==> config.mk <==
export PLATFORM = sky130hd
export DESIGN_NAME = mem_stage_ctrl
export DESIGN_NICKNAME = d
export VERILOG_FILES = /design/src/rtl/mem_stage_ctrl.sv
export SDC_FILE = /design/constraint.sdc
export NUM_CORES = 1
export LEC_CHECK = 0
export CAP_MARGIN = 20
export CORE_ASPECT_RATIO = 0.9
export CORE_MARGIN = 5
export CORE_UTILIZATION = 41
export DETAILED_ROUTE_END_ITERATION = 6
export GPL_ROUTABILITY_DRIVEN = 0
export GPL_TIMING_DRIVEN = 0
export PLACE_DENSITY_LB_ADDON = 0.1
export SYNTH_ARGS = -nofsm -noshare
export SYNTH_HDL_FRONTEND = slang
export SYNTH_SLANG_ARGS = --single-unit
==> constraint.sdc <==
create_clock -name clk_i -period 3.3 [get_ports clk_i]
set_input_delay 0.33 -clock clk_i [delete_from_list [all_inputs] [get_ports clk_i]]
set_output_delay 0.33 -clock clk_i [all_outputs]
set_load 0.005 [all_outputs]
==> src/rtl/mem_stage_ctrl.sv <==
// MEM-stage controller: issues word-aligned loads/stores over a req/ack port,
// stalls the pipeline until completion, and flags misaligned or timed-out accesses.
module mem_stage_ctrl #(
  parameter int unsigned TIMEOUT = 16
) (
  input  logic        clk_i,
  input  logic        rst_i,
  input  logic        MemRead_i,
  input  logic        MemWrite_i,
  input  logic [31:0] addr_i,
  input  logic [31:0] wdata_i,
  input  logic        RegWrite_i,
  input  logic        MemtoReg_i,
  input  logic [4:0]  RdAddr_i,
  output logic [31:0] alu_o,
  output logic [31:0] rdata_o,
  output logic        RegWrite_o,
  output logic        MemtoReg_o,
  output logic [4:0]  RdAddr_o,
  output logic        stall_o,
  output logic        err_o,
  output logic        mem_req_o,
  output logic        mem_we_o,
  output logic [31:0] mem_addr_o,
  output logic [31:0] mem_wdata_o,
  input  logic        mem_ack_i,
  input  logic [31:0] mem_rdata_i
);

  localparam logic [1:0] S_IDLE = 2'd0;
  localparam logic [1:0] S_BUSY = 2'd1;
  localparam logic [1:0] S_DONE = 2'd2;

  localparam logic [7:0] CNT_LAST = 8'(TIMEOUT - 1);

  logic [1:0]  r_state;
  logic [7:0]  r_cnt;
  logic        r_req;
  logic        r_we;
  logic [31:0] r_addr;
  logic [31:0] r_wdata;
  logic [31:0] r_rdata;
  logic        r_err;

  logic w_idle;
  logic w_busy;
  logic w_access;
  logic w_aligned;
  logic w_start;
  logic w_misal;
  logic w_ack;
  logic w_tmo;
  logic w_stall;

  assign w_idle    = (r_state == S_IDLE);
  assign w_busy    = (r_state == S_BUSY);
  assign w_access  = MemRead_i | MemWrite_i;
  assign w_aligned = (addr_i[1:0] == 2'b00);
  assign w_start   = w_idle & w_access & w_aligned;
  assign w_misal   = w_idle & w_access & ~w_aligned;
  // ack has priority over a timeout landing in the same cycle
  assign w_ack     = w_busy & mem_ack_i;
  assign w_tmo     = w_busy & ~mem_ack_i & (r_cnt == CNT_LAST);
  assign w_stall   = w_start | w_busy;

  always_ff @(posedge clk_i) begin
    if (rst_i) begin
      r_state <= S_IDLE;
      r_cnt   <= 8'd0;
      r_req   <= 1'b0;
      r_we    <= 1'b0;
      r_addr  <= 32'd0;
      r_wdata <= 32'd0;
      r_rdata <= 32'd0;
      r_err   <= 1'b0;
    end else begin
      case (r_state)
        S_IDLE: begin
          if (w_start) begin
            r_state <= S_BUSY;
            r_cnt   <= 8'd0;
            r_req   <= 1'b1;
            r_we    <= MemWrite_i;
            r_addr  <= addr_i;
            r_wdata <= wdata_i;
          end else if (w_misal) begin
            r_err <= 1'b1;
          end
        end
        S_BUSY: begin
          if (w_ack) begin
            r_state <= S_DONE;
            r_req   <= 1'b0;
            if (!r_we) r_rdata <= mem_rdata_i;
          end else if (w_tmo) begin
            r_state <= S_DONE;
            r_req   <= 1'b0;
            r_err   <= 1'b1;
            if (!r_we) r_rdata <= 32'd0;
          end else begin
            r_cnt <= r_cnt + 8'd1;
          end
        end
        S_DONE: begin
          r_state <= S_IDLE;
        end
        default: begin
          r_state <= S_IDLE;
          r_req   <= 1'b0;
        end
      endcase
    end
  end

  assign alu_o       = addr_i;
  assign rdata_o     = r_rdata;
  assign MemtoReg_o  = MemtoReg_i;
  assign RdAddr_o    = RdAddr_i;
  assign RegWrite_o  = RegWrite_i & ~w_stall & ~w_misal;
  assign stall_o     = w_stall;
  assign err_o       = r_err;
  assign mem_req_o   = r_req;
  assign mem_we_o    = r_we;
  assign mem_addr_o  = r_addr;
  assign mem_wdata_o = r_wdata;

endmodule

==> summary.txt, run 1 <==
Outcome
  • Outcome: finished, final reports clean

GRT
  • First-pass GRT wire length: 21.8 mm
  • Grt ovf: 0
  • Initial antenna violation count: 0
  • Vias in the first global route: 4453
  • Pin count of the biggest net entering global routing: 17
  • GRT Total Usage: 21.3%

Synth
  • Area contributors post-synth: dfxtp_1 (50%), nand2_1 (14%), a21oi_1 (12%)
  • Seq/Total Area, Yosys: 50.0%
  • Post-synth EDFFs: 0
  • Post-synth top area share: 50.0%
  • Cell taking the most area after synthesis: dfxtp_1
  • Post-synthesis cell count: 536
  • Top_reg_cell synth: dfxtp_1
  • Post-Syn Area: 0.00436 mm^2
  • Ys async rst share: 0%
  • Syn avg cell area: 8.14 um^2
  • Yosys warnings: 0
  • Synthesized flop and latch total: 109
  • Distinct cells, synth: 39
  • Post-Syn Nets: 645

Worst setup path
  • Critical path launch point type: input port
  • Worst path cell trace: clkdlybuf4s50_1 > nor2_1 > nand3_4 > buf_2 > nand2_1 > clkdlybuf4s50_1
  • Critical path arrival: 2160 ps
  • Worst Path Required: 2970 ps
  • CP endpoint kind: output pin
  • CP Class: in -> out
  • Crit path max fanout: 10
  • Cell mode on critical path: clkdlybuf4s50_1
  • Slowest CP cell: clkdlybuf4s50_1
  • Max stage delay on crit path: 520 ps
  • Reg2reg setup slack: 1340 ps

Floorplanning
  • Core area: 0.0103 mm^2
  • IO Count: 247
  • Initial Util: 42.2%
  • Total die area: 0.0128 mm^2
  • DIE HEIGHT: 108 um
  • Die W: 119 um
  • Row count: 35

Power
  • Tot Pwr: 2.98 mW
  • LEAKAGE: 2.64 nW
  • Pwr dens: 412 mW/mm^2
  • Maximum vdd drop: 0.290 mV

STA
  • Final Hold Viols: 0
  • Worst slew margin: 64.5%
  • Period utilisation layout: 75.4%
  • Final Max Slew Viols: 0
  • Post-route setup TNS: 0 ps
  • Skew final: 5.04 ps
  • Fmax: 402 MHz
  • Slew @ Worst Pin: 533 ps
  • Unrepaired setup endpoints after global routing: false
  • Final Setup Violations: 0
  • Tmin final: 2490 ps

Clock tree
  • TritonCTS Sinks: 109
  • Clock insertion delay at the later pin of the skew report: 340 ps
  • Root buffer cell: clkbuf_16
  • Reg clk slew, reported paths: 70 ps
  • Hold_buf cts: 0
  • CTS H-Tree Depth: 3
  • Setup repair bufs after CTS: 0
  • Clock Path Buffers: 2
  • Resize count post-CTS: 0
  • CTS tree: built
  • CTS buffer count: 9

Final layout
  • Most frequent cells in the layout: clkdlybuf4s50_1 (240), nand2_1 (166), dfxtp_1 (109)
  • Area grow syn2layout: 65.8%
  • Register Area: 0.00218 mm^2
  • Commonest non-fill, non-tap cell in the layout: clkdlybuf4s50_1
  • Fillers: 874
  • Multi-input logic area: 0.00169 mm^2
  • ANT cells: 0
  • Nets@finish: 896
  • Fraction of layout cells with a size suffix above 1: 10.2%

Routing
  • Routed Antenna Nets: 0
  • DRC: 0
  • Vias: 4467
  • Iter 0 DRT Violations: 179
  • Via/cell ratio: 4.85
  • Drt pass-1 iters: 6
  • Post-Route WL: 14.2 mm
  • Routed length per instance: 15.4 um

Placement
  • Port buffer count: 240
  • Final HPWL DP: 11.1 mm

Hold path
  • Worst hold path class: reg -> reg

Flow run
  • Max-cap violations: 0
[power by group]
group | total [mW] | leakage (nW) | switching, mW | internal (mW)
clock network | 1.12 | 0.153 | 0.456 | 0.662
logic | 0.479 | 1.60 | 0.184 | 0.295
registers | 1.38 | 0.885 | 0.0237 | 1.36
[synthesized netlist by cell type, types with 2 or more instances]
cell,instances
nor2_1,2
nand3_1,4
nand2_1,166
buf_2,12
o21ai_0,24
nor2_2,2
inv_1,4
o2111ai_1,4
a31oi_1,2
nand3_2,2
o21ai_1,11
clkbuf_1,21
dfxtp_1,109
buf_6,2
a21oi_1,102
and2_1,2
a2111o_1,6
or2_2,2
buf_4,38
and3_1,2
[metrics by stage]
stage	setup slack [ps]	hold slack (ps)	cell area (um^2)	instances	util, %
6_report	811	454	7230	921	70.0
5_1_grt	666	477	7230	921	70.0
4_1_cts	796	454	7230	921	70.0
3_5_place_dp	804	446	6930	905	67.0
3_3_place_gp	822	440	6930	905	67.0
2_1_floorplan	1720	453	4360	536	-
[sequential cells by signal, indices dropped and copies added, names as in the netlist]
name         flops
mem_addr_o      32
mem_wdata_o     32
rdata_o         32
r_cnt            8
r_state          2
err_o            1
mem_req_o        1
mem_we_o         1
[kinds of logic after synthesis]
logic type	synth area share (%)
buffers and inverters	11.3
adders and majority gates	0.287
AOI/OAI and AO/OA	19.7
and+or+nand+nor	18.7
DFF	50.0
[worst max-delay path: cells and delay by family]
kind                   cells  cell delay [ps]
and+or+nand+nor            3              600
buffers and inverters      3             1220
[layout make-up]
cell class              count  area share, %
plain buffers              75           6.63
well taps                 129           2.23
flip-flops and latches    109           30.2
repair buffers            240           33.2
inverters                   4          0.208
multi-input cells         348           23.3
clock buffers              11           3.22
clock inverters             5           1.04
[path summary, 6_finish.rpt]
| kind | startpoint | endpoint | cells past startpoint |
|---|---|---|---|
| max | addr_i[0] | stall_o | 6 |
| max reg2reg | r_cnt[0]$_SDFFE_PP0P_ | rdata_o[16]$_SDFFE_PP0P_ | 6 |
| min reg2reg | mem_addr_o[23]$_SDFFE_PP0P_ | mem_addr_o[23]$_SDFFE_PP0P_ | 2 |
| min | mem_addr_o[23]$_SDFFE_PP0P_ | mem_addr_o[23]$_SDFFE_PP0P_ | 2 |
[routing by layer]
metal / vias to the layer above / track usage, % / part of all wire [%]
met5: - / 0 / 0
met3: 19 / 9.72 / 9.5
met1: 2039 / 22.4 / 38
met4: 0 / 7.03 / 1.6
met2: 153 / 37.7 / 51
li1: 2256 / - / -
(Power assumes the default switching activity.)
==> run 2, diff against run 1 <==
CORE_UTILIZATION = 38   (was 41)
clock period = 2.3 ns   (was 3.3 ns; I/O delays follow)
==> run 2 against run 1 <==
Die area grew 7.2%; register-to-register slack lost 1000 ps; core utilization shrank 6.1 points; combinational power grew 44%; sequential power grew 44%; clock power grew 32%; clock skew grew 1.1 ps; worst setup slack lost 710 ps; final area grew 0.21%; cell count grew 2.8%; wire length grew 1.0%; hold slack lost 22 ps.
==> summary.txt, run 2 (same netlist as run 1, synthesis figures left out) <==
Outcome
  • Outcome: finished, final reports clean

STA
  • Tmin final: 2200 ps
  • Slew @ Worst Pin: 502 ps (-30.4 ps)
  • Worst slew margin: 66.5% (+2.0 points)
  • Final Hold Viols: 0 (unchanged)
  • Final Setup Violations: 0 (unchanged)
  • Final worst setup slack: 102 ps (-709 ps)
  • Skew final: 6.13 ps (+1.09 ps)
  • Period utilisation layout: 95.6%
  • Post-route setup TNS: 0 ps (unchanged)
  • Final Max Slew Viols: 0 (unchanged)
  • Unrepaired setup endpoints after global routing: false
  • Fmax: 455 MHz

Worst setup path
  • CP Class: in -> out
  • CP endpoint kind: output pin
  • FF-to-FF path depth: 6 (unchanged)
  • CP top delay family: buffers and inverters
  • Worst Setup SP: MemWrite_i
  • Slowest CP cell: clkdlybuf4s50_1
  • Critical R2R Launch: r_cnt[0]$_SDFFE_PP0P_
  • Crit path max fanout: 10 (unchanged)
  • Bufs and invs on worst path: 4 (+1)
  • Reg2reg setup slack: 320 ps (-1020 ps)
  • Critical path arrival: 1970 ps (-190 ps)
  • Worst Path Required: 2070 ps (-900 ps)
  • Worst path cell trace: clkdlybuf4s50_1 > or2_1 > buf_2 > nand3_4 > buf_2 > nand2_1 > clkdlybuf4s50_1
  • Crit path depth: 7 (+1)
  • Critical path launch point type: input port
  • Max stage delay on crit path: 480 ps (-40 ps)

Routing
  • DRC: 0 (unchanged)
  • Iter 0 DRT Violations: 213 (+19%)
  • Routed length per instance: 15.1 um (-1.8%)
  • Post-Route WL: 14.3 mm (+1.0%)
  • Met2 WL: 6.85 mm (-4.5%)
  • DR top layer: met4
  • Wl on met1: 5.51 mm (+2.1%)
  • Wire length on met3: 1.52 mm (+12%)
  • Drt pass-1 iters: 4 (-2)
  • Vias: 4539 (+1.6%)
  • Routed Antenna Nets: 0 (unchanged)
  • Via/cell ratio: 4.79 (-1.2%)

Final layout
  • Final Util: 63.9% (-6.1 points)
  • Fraction of layout cells with a size suffix above 1: 10.4% (+0.14 points)
  • Area grow syn2layout: 66.2%
  • Commonest non-fill, non-tap cell in the layout: clkdlybuf4s50_1
  • Post-Layout Cell Count: 947 (+2.8%)
  • ANT cells: 0 (unchanged)
  • Nets@finish: 896 (unchanged)
  • Most frequent cells in the layout: clkdlybuf4s50_1 (240), nand2_1 (166), dfxtp_1 (109)

Floorplanning
  • DIE HEIGHT: 112 um (+3.5%)
  • Row count: 37 (+5.7%)
  • Core area: 0.0113 mm^2 (+9.7%)
  • IO Count: 247 (unchanged)
  • Initial Util: 38.5% (-3.7 points)
  • Die W: 123 um (+3.5%)
  • Total die area: 0.0137 mm^2 (+7.2%)

Clock tree
  • TritonCTS Sinks: 109 (unchanged)
  • Setup repair bufs after CTS: 0 (unchanged)
  • Clock insertion delay at the later pin of the skew report: 340 ps (about the same)
  • CTS H-Tree Depth: 3 (unchanged)
  • Root buffer cell: clkbuf_16
  • CTS buffer count: 9 (unchanged)
  • CTS tree: built
  • Reg clk slew, reported paths: 70 ps (about the same)
  • Clock Path Buffers: 2 (unchanged)

Power
  • Internal Pwr Total: 3.21 mW (+38%)
  • Combinational share of power: 16.5% (+0.4 points)
  • NetSw: 951 uW (+43%)
  • LEAKAGE: 2.62 nW (-0.50%)
  • Sw Share: 22.9% (+0.58 points)
  • Maximum vdd drop: 0.532 mV (+83%)
  • Sequential Power Share: 47.8% (+1.4 points)
  • Clock network fraction of design power: 35.7% (-1.8 points)
  • Pwr dens: 574 mW/mm^2 (+39%)

Hold path
  • WHS Path Cells: 3 (+1)
  • Worst hold path class: in -> reg
  • Hold Startpoint: wdata_i[4]

GRT
  • Grt ovf: 0 (unchanged)
  • Pin count of the biggest net entering global routing: 17 (unchanged)
  • Initial antenna violation count: 0 (unchanged)
  • GRT Total Usage: 20.5% (-0.80 points)
  • First-pass GRT wire length: 22.3 mm (+2.5%)
  • Vias in the first global route: 4536 (+1.9%)

Placement
  • Dpl ws: 38.8 ps (-765 ps)
  • Final HPWL DP: 11.3 mm (+2.1%)
  • Placed Cells: 932 (+3.0%)
  • Port buffer count: 240 (unchanged)

Flow run
  • Max-cap violations: 0 (unchanged)
run 2: per-stage QoR:
step | cell area, um^2 | power (mW) | hold WS (ps)
3_5_place_dp | 6960 | 2.72 | 447
5_1_grt | 7250 | 4.35 | 426
4_1_cts | 7240 | 4.21 | 419
2_1_floorplan | 4360 | 2.27 | 366
6_report | 7250 | 4.16 | 431
3_3_place_gp | 6960 | 2.71 | 441
run 2: path summary, 6_finish.rpt:
| check | to |
|---|---|
| max | stall_o |
| min | mem_wdata_o[4]$_SDFFE_PP0P_ |
| max reg2reg | rdata_o[30]$_SDFFE_PP0P_ |
| min reg2reg | mem_wdata_o[25]$_SDFFE_PP0P_ |
run 2: metal layers:
| metal | vias up | track usage (%) |
|---|---|---|
| met3 | 27 | 9.14 |
| met2 | 173 | 34.8 |
| met5 | - | 0 |
| met4 | 0 | 7.61 |
| li1 | 2259 | - |
| met1 | 2080 | 22.2 |
run 2: layout make-up:
cell class	count	area [um^2]
sequential	109	2180
multi-input combinational	348	1690
clock buffer	10	229
inverter	4	15.0
timing repair buffer	240	2400
fill	1000	4090
clock inverter	5	52.6
buffer	75	479
tap	156	195
run 2: worst reg2reg max path: stages, from the launching register on:
cell      delay, ps
dfxtp_1         370
ha_1            250
and3_1          230
a21oi_1         370
clkbuf_1        400
o21ai_1         130
a21oi_1         150
run 2: power groups by stage:
stage,Combinational (mW),Clock [mW],Sequential [mW]
final,0.688,1.48,1.99
after global routing,0.748,1.61,1.99
after CTS,0.697,1.52,1.99
after detailed placement,0.693,0,2.03
after global placement,0.684,0,2.03
after floorplan,0.233,0,2.03
run 2: repair_timing:
item / in CTS / in global routing
resized for setup: 0 / 2
endpoints found under the hold margin: 0 / 0
hold buffers: 0 / 0
setup endpoints to repair: 0 / 1
==> run 3, diff against run 2 <==
HOLD_SLACK_MARGIN = 0.05   (was default)
==> results of run 3 <==
Final layout, timing and power as in run 2 (identical DEF).
